==> src/rtl/dmd_frame_loader.sv <==
// rtl/dmd_frame_loader.sv - DMD frame loader: serial packets into a double-buffered frame RAM
//
// Purpose: parses packets from a byte receiver. A5 01 <H_PIX*V_PIX bytes> fills the
// back bank of a two-bank frame RAM; A5 02 requests a swap without new data. Either
// way the banks swap on the next vsync rising edge.
//
// Ports:
//   clk         in   pixel clock
//   rst_n       in   asynchronous active-low reset
//   rx_data     in   received byte
//   rx_valid    in   one-cycle strobe qualifying rx_data
//   vsync       in   vertical sync level, active-high
//   wr_en       out  frame-RAM write strobe
//   wr_addr     out  {bank, pixel index}
//   wr_data     out  pixel byte
//   front_bank  out  bank currently displayed
//   frame_done  out  one-cycle pulse on a bank swap
//   err         out  one-cycle pulse on bad header, timeout or overrun
//   busy        out  high whenever the FSM is not idle

module dmd_frame_loader #(
   parameter int          H_PIX     = 128,
   parameter int          V_PIX     = 32,
   parameter int          ADDR_W    = 12,
   parameter logic [7:0]  SYNC_BYTE = 8'hA5,
   parameter int          TIMEOUT   = 35000
) (
   input  logic              clk,
   input  logic              rst_n,
   input  logic [7:0]        rx_data,
   input  logic              rx_valid,
   input  logic              vsync,
   output logic              wr_en,
   output logic [ADDR_W:0]   wr_addr,
   output logic [7:0]        wr_data,
   output logic              front_bank,
   output logic              frame_done,
   output logic              err,
   output logic              busy
);

   localparam int                IDLE_W   = $clog2(TIMEOUT + 1);
   localparam logic [IDLE_W-1:0] TIMEOUT_C = IDLE_W'(TIMEOUT);
   localparam logic [ADDR_W-1:0] LAST_IDX  = ADDR_W'(H_PIX * V_PIX - 1);

   typedef enum logic [1:0] {
      S_IDLE      = 2'd0,
      S_HDR       = 2'd1,
      S_LOAD      = 2'd2,
      S_WAIT_SWAP = 2'd3
   } state_t;

   state_t              state_q, state_d;
   logic [ADDR_W-1:0]   cnt_q, cnt_d;
   logic [IDLE_W-1:0]   idle_q, idle_d;
   logic                vsync_q, vsync_prev_q;
   logic                front_q, front_d;
   logic                wr_en_q, wr_en_d;
   logic [ADDR_W:0]     wr_addr_q, wr_addr_d;
   logic [7:0]          wr_data_q, wr_data_d;
   logic                frame_done_q, frame_done_d;
   logic                err_q, err_d;
   logic                vsync_rise;

   assign vsync_rise = vsync_q & ~vsync_prev_q;

   always_comb begin
      state_d      = state_q;
      cnt_d        = cnt_q;
      idle_d       = idle_q;
      front_d      = front_q;
      wr_en_d      = 1'b0;
      wr_addr_d    = wr_addr_q;
      wr_data_d    = wr_data_q;
      frame_done_d = 1'b0;
      err_d        = 1'b0;

      case (state_q)
         S_IDLE: begin
            idle_d = '0;
            if (rx_valid && rx_data == SYNC_BYTE) begin
               state_d = S_HDR;
            end
         end

         S_HDR: begin
            if (rx_valid) begin
               idle_d = '0;
               if (rx_data == 8'h01) begin
                  cnt_d   = '0;
                  state_d = S_LOAD;
               end else if (rx_data == 8'h02) begin
                  state_d = S_WAIT_SWAP;
               end else begin
                  err_d   = 1'b1;
                  state_d = S_IDLE;
               end
            end else if (idle_q == TIMEOUT_C) begin
               err_d   = 1'b1;
               idle_d  = '0;
               state_d = S_IDLE;
            end else begin
               idle_d = idle_q + 1'b1;
            end
         end

         S_LOAD: begin
            // A byte arriving in the timeout cycle wins over the timeout.
            if (rx_valid) begin
               idle_d    = '0;
               wr_en_d   = 1'b1;
               wr_addr_d = {~front_q, cnt_q};
               wr_data_d = rx_data;
               if (cnt_q == LAST_IDX) begin
                  cnt_d   = '0;
                  state_d = S_WAIT_SWAP;
               end else begin
                  cnt_d = cnt_q + 1'b1;
               end
            end else if (idle_q == TIMEOUT_C) begin
               err_d   = 1'b1;
               idle_d  = '0;
               state_d = S_IDLE;
            end else begin
               idle_d = idle_q + 1'b1;
            end
         end

         S_WAIT_SWAP: begin
            idle_d = '0;
            // Bytes here would overwrite the frame awaiting display: drop and flag.
            if (rx_valid) begin
               err_d = 1'b1;
            end
            if (vsync_rise) begin
               front_d      = ~front_q;
               frame_done_d = 1'b1;
               state_d      = S_IDLE;
            end
         end

         default: begin
            state_d = S_IDLE;
         end
      endcase
   end

   always_ff @(posedge clk or negedge rst_n) begin
      if (!rst_n) begin
         state_q      <= S_IDLE;
         cnt_q        <= '0;
         idle_q       <= '0;
         vsync_q      <= 1'b0;
         vsync_prev_q <= 1'b0;
         front_q      <= 1'b0;
         wr_en_q      <= 1'b0;
         wr_addr_q    <= '0;
         wr_data_q    <= '0;
         frame_done_q <= 1'b0;
         err_q        <= 1'b0;
      end else begin
         state_q      <= state_d;
         cnt_q        <= cnt_d;
         idle_q       <= idle_d;
         vsync_q      <= vsync;
         vsync_prev_q <= vsync_q;
         front_q      <= front_d;
         wr_en_q      <= wr_en_d;
         wr_addr_q    <= wr_addr_d;
         wr_data_q    <= wr_data_d;
         frame_done_q <= frame_done_d;
         err_q        <= err_d;
      end
   end

   assign wr_en      = wr_en_q;
   assign wr_addr    = wr_addr_q;
   assign wr_data    = wr_data_q;
   assign front_bank = front_q;
   assign frame_done = frame_done_q;
   assign err        = err_q;
   assign busy       = (state_q != S_IDLE);

endmodule

==> config.mk <==
export PLATFORM = sky130hd
export DESIGN_NAME = dmd_frame_loader
export DESIGN_NICKNAME = d
export VERILOG_FILES = /design/src/rtl/dmd_frame_loader.sv
export SDC_FILE = /design/constraint.sdc
export NUM_CORES = 1
export LEC_CHECK = 0
export ABC_AREA = 1
export BUFFER_PORTS_ARGS = -buffer_cell sky130_fd_sc_hd__clkbuf_2
export CAP_MARGIN = 20
export CORE_MARGIN = 5
export CORE_UTILIZATION = 50
export DETAILED_ROUTE_END_ITERATION = 10
export PLACE_DENSITY = 0.82
export SYNTH_ARGS = -nofsm -noshare
export SYNTH_HDL_FRONTEND = slang
export SYNTH_SLANG_ARGS = --single-unit
==> constraint.sdc <==
create_clock -name clk -period 1.9 [get_ports clk]
set_input_delay 0.095 -clock clk [delete_from_list [all_inputs] [get_ports clk]]
set_output_delay 0.095 -clock clk [all_outputs]
set_load 0.01 [all_outputs]
==> flow_summary.ini <==
[timing]
fin_crit_sh_pct = 86.32
rsz0062_at_grt = false
fmax_mhz = 609.7
setup_tns_ns = 0
hold-worst-slack_ns = 0.01304
tightest_slew_ns = 0.5794
slew_viol_final = 0
skew_ns = 0.006978
finalSetupViolations = 0
relSlewSlack_pct = 61.37
hold_viol_final = 0
period_minus_slack_ns = 1.640

[floorplan]
die_h_um = 86.95
row_count = 28
die_w_um = 86.95
core_area_mm2 = 0.005851
start_util_pct = 50.60
dieArea_mm2 = 0.007559
io_pins = 38

[run]
maxCapViolCount = 0

[status]
status = completed

[synthesis]
syn_area_mm2 = 0.002960
synth_edf_count = 0
syn-mean-instance-area_um2 = 7.979
yosysTopAreaCell = dfrtp_1
ys.flop_type = dfrtp_1
synth_cell_types = 30
ys_seq_area_share_pct = 48.18
synthTopCellsByArea = dfrtp_1, nand2_1, inv_1
synth_top_area_share_pct = 48.18
synth-seq-cells = 57
synth_fp_nets = 390
synth_cells = 371
synth_warnings = 0
async_reset_ff_share_pct = 100.0

[clocking]
cts_buffers = 9
cts_buffer_depth = 2
cts.sinks = 57
cts_setup_buffers = 0
cts.clk_slew.worst_paths_ns = 0.07
cts_root_buffer = clkbuf_8
htree_levels = 3
insertion_delay_ns = 0.33
cts_tree = yes

[grt]
grt-ovfl-total = 0
antenna_found_initial = 0
track_usage_pct = 18.52
grt_pass1_vias = 2478
grt_start_max_net_pins = 37
grt_pass1_wl_mm = 11.01

[final_layout]
fin_nets = 439
final_cell_mix = nand2_1, dfrtp_1, inv_1
layout_commonest_cell = nand2_1
final_util_pct = 58.70
final_layout_size_suffix_gt1_share_pct = 17.92
area_growth_pct = 16.02
seq_area_mm2 = 0.001426
final_cells = 499
antennaDiodeCount = 0
multi_input_area_mm2 = 0.001292
nFillCells = 515

[worst_setup_path]
worstPathRequired_ns = 2.13
r2r_end = state_q[1]
endpoint_kind = flip-flop
worstPathArrival_ns = 1.87
r2r_setup_slack_ns = 0.26
critPathMaxFanout = 4
worstSetupPathType = flip-flop to flip-flop
startpoint_type = flip-flop
reg2reg_depth = 10
r2r_start = cnt_q[1]

[detailed_routing]
drc = 0
drt_wl_total_mm = 6.395
dr.pass1.iters = 4
via_count = 2524
drtAntennaViolNets = 0
wire_per_inst_um = 12.82
drt_iter0_drc = 177
post_drt_via_cell_ratio = 5.058

[worst_hold_path]
holdCritStartpoint = rx_data[4]
hold_path_end = wr_data[4]
hold_path_depth = 3
min-delay-path-class = input port to flip-flop

[placement]
routabilityCongestion = 0.8751
place_inst = 482
dp_hpwl_mm = 4.788
portBuffers = 37

[power_and_ir_drop]
vdd_ir_drop_max_mv = 0.5615
p_leak_nw = 1.650
total_power_w = 0.003713
p_per_area_mw_per_mm2 = 1081
==> flip-flops by register name (all words and copies together) (netlist names) <==
signal / cells
vsync_prev_q: 1
front_bank: 1
wr_addr: 13
vsync_q: 1
frame_done: 1
state_q: 2
cnt_q: 12
err: 1
wr_en: 1
wr_data: 8
idle_q: 16
==> cells in the mapped netlist (3+ instances only) <==
cell and n:
o21ai_0 37, dfrtp_1 57, nor2_2 5, nand2_1 92, nor2_4 3, nand4_1 9, inv_1 52, nand3_1 22
nor3_1 12, o21ai_1 3, xor2_1 6, ha_1 7, a21oi_1 8, nor2_1 34
==> kinds of logic after synthesis <==
kind of cell / share of synthesized area [%]
xor+xnor: 2.071
compound gates: 9.172
fa+ha+maj: 2.958
simple gates: 29.46
buf+inv: 8.158
flops: 48.18
==> how the worst max path moves through the flow <==
stage | from | end | slack (ns) | cells after the start
after global routing | state_q[0] | cnt_q[6] | 0.08 | 8
after detailed placement | state_q[1] | cnt_q[9] | 0.28 | 7
after floorplan | state_q[0] | wr_data[0] | 0.44 | 7
final | cnt_q[1] | state_q[1] | 0.26 | 10
after CTS | state_q[1] | cnt_q[9] | 0.26 | 7
after global placement | cnt_q[0] | state_q[1] | 0.35 | 10
==> power by group <==
group	internal, W	leakage, nW	switching, W	total (W)
logic	0.000428	0.794	0.000738	0.00117
registers	0.00144	0.767	0.000160	0.00160
clock network	0.000492	0.0887	0.000459	0.000951
total	0.00236	1.65	0.00136	0.00371
==> repair_timing <==
action | 4_1_cts | 5_1_grt
hold buffers | 2 | 0
hold endpoints to repair | 22 | 0
gates resized for setup | 0 | 0
==> metal layers <==
metal	vias to the layer above	track usage, %	routed length [um]
li1	1287	-	-
met1	1151	24.11	2917
met2	70	29.12	2962
met3	16	3.406	358
met4	0	10.06	157
met5	-	0	0
==> cell type report <==
class | instances | area share, %
timing repair buffer | 44 | 7.432
multi-input combinational | 254 | 37.63
tap | 75 | 2.732
inverter | 54 | 5.975
clock inverter | 4 | 0.5829
clock buffer | 11 | 4.117
sequential | 57 | 41.53
==> metrics by stage <==
stage	setup WS, ns	instance area, um2
floorplan	0.4415	2960
global placement	0.3536	3253
detailed placement	0.2782	3253
CTS	0.2610	3435
global route	0.08181	3435
finish	0.2598	3435
==> critical path, stage by stage (launching register included) <==
cell     delay (ns)
dfrtp_1        0.40
ha_1           0.28
nand2_2        0.12
nor2_4         0.14
nand3_2        0.14
nand2_1        0.11
inv_1          0.07
nor2_2         0.13
nand2_1        0.06
nand2_1        0.06
inv_1          0.03
Power figures use the tool's default switching activity.
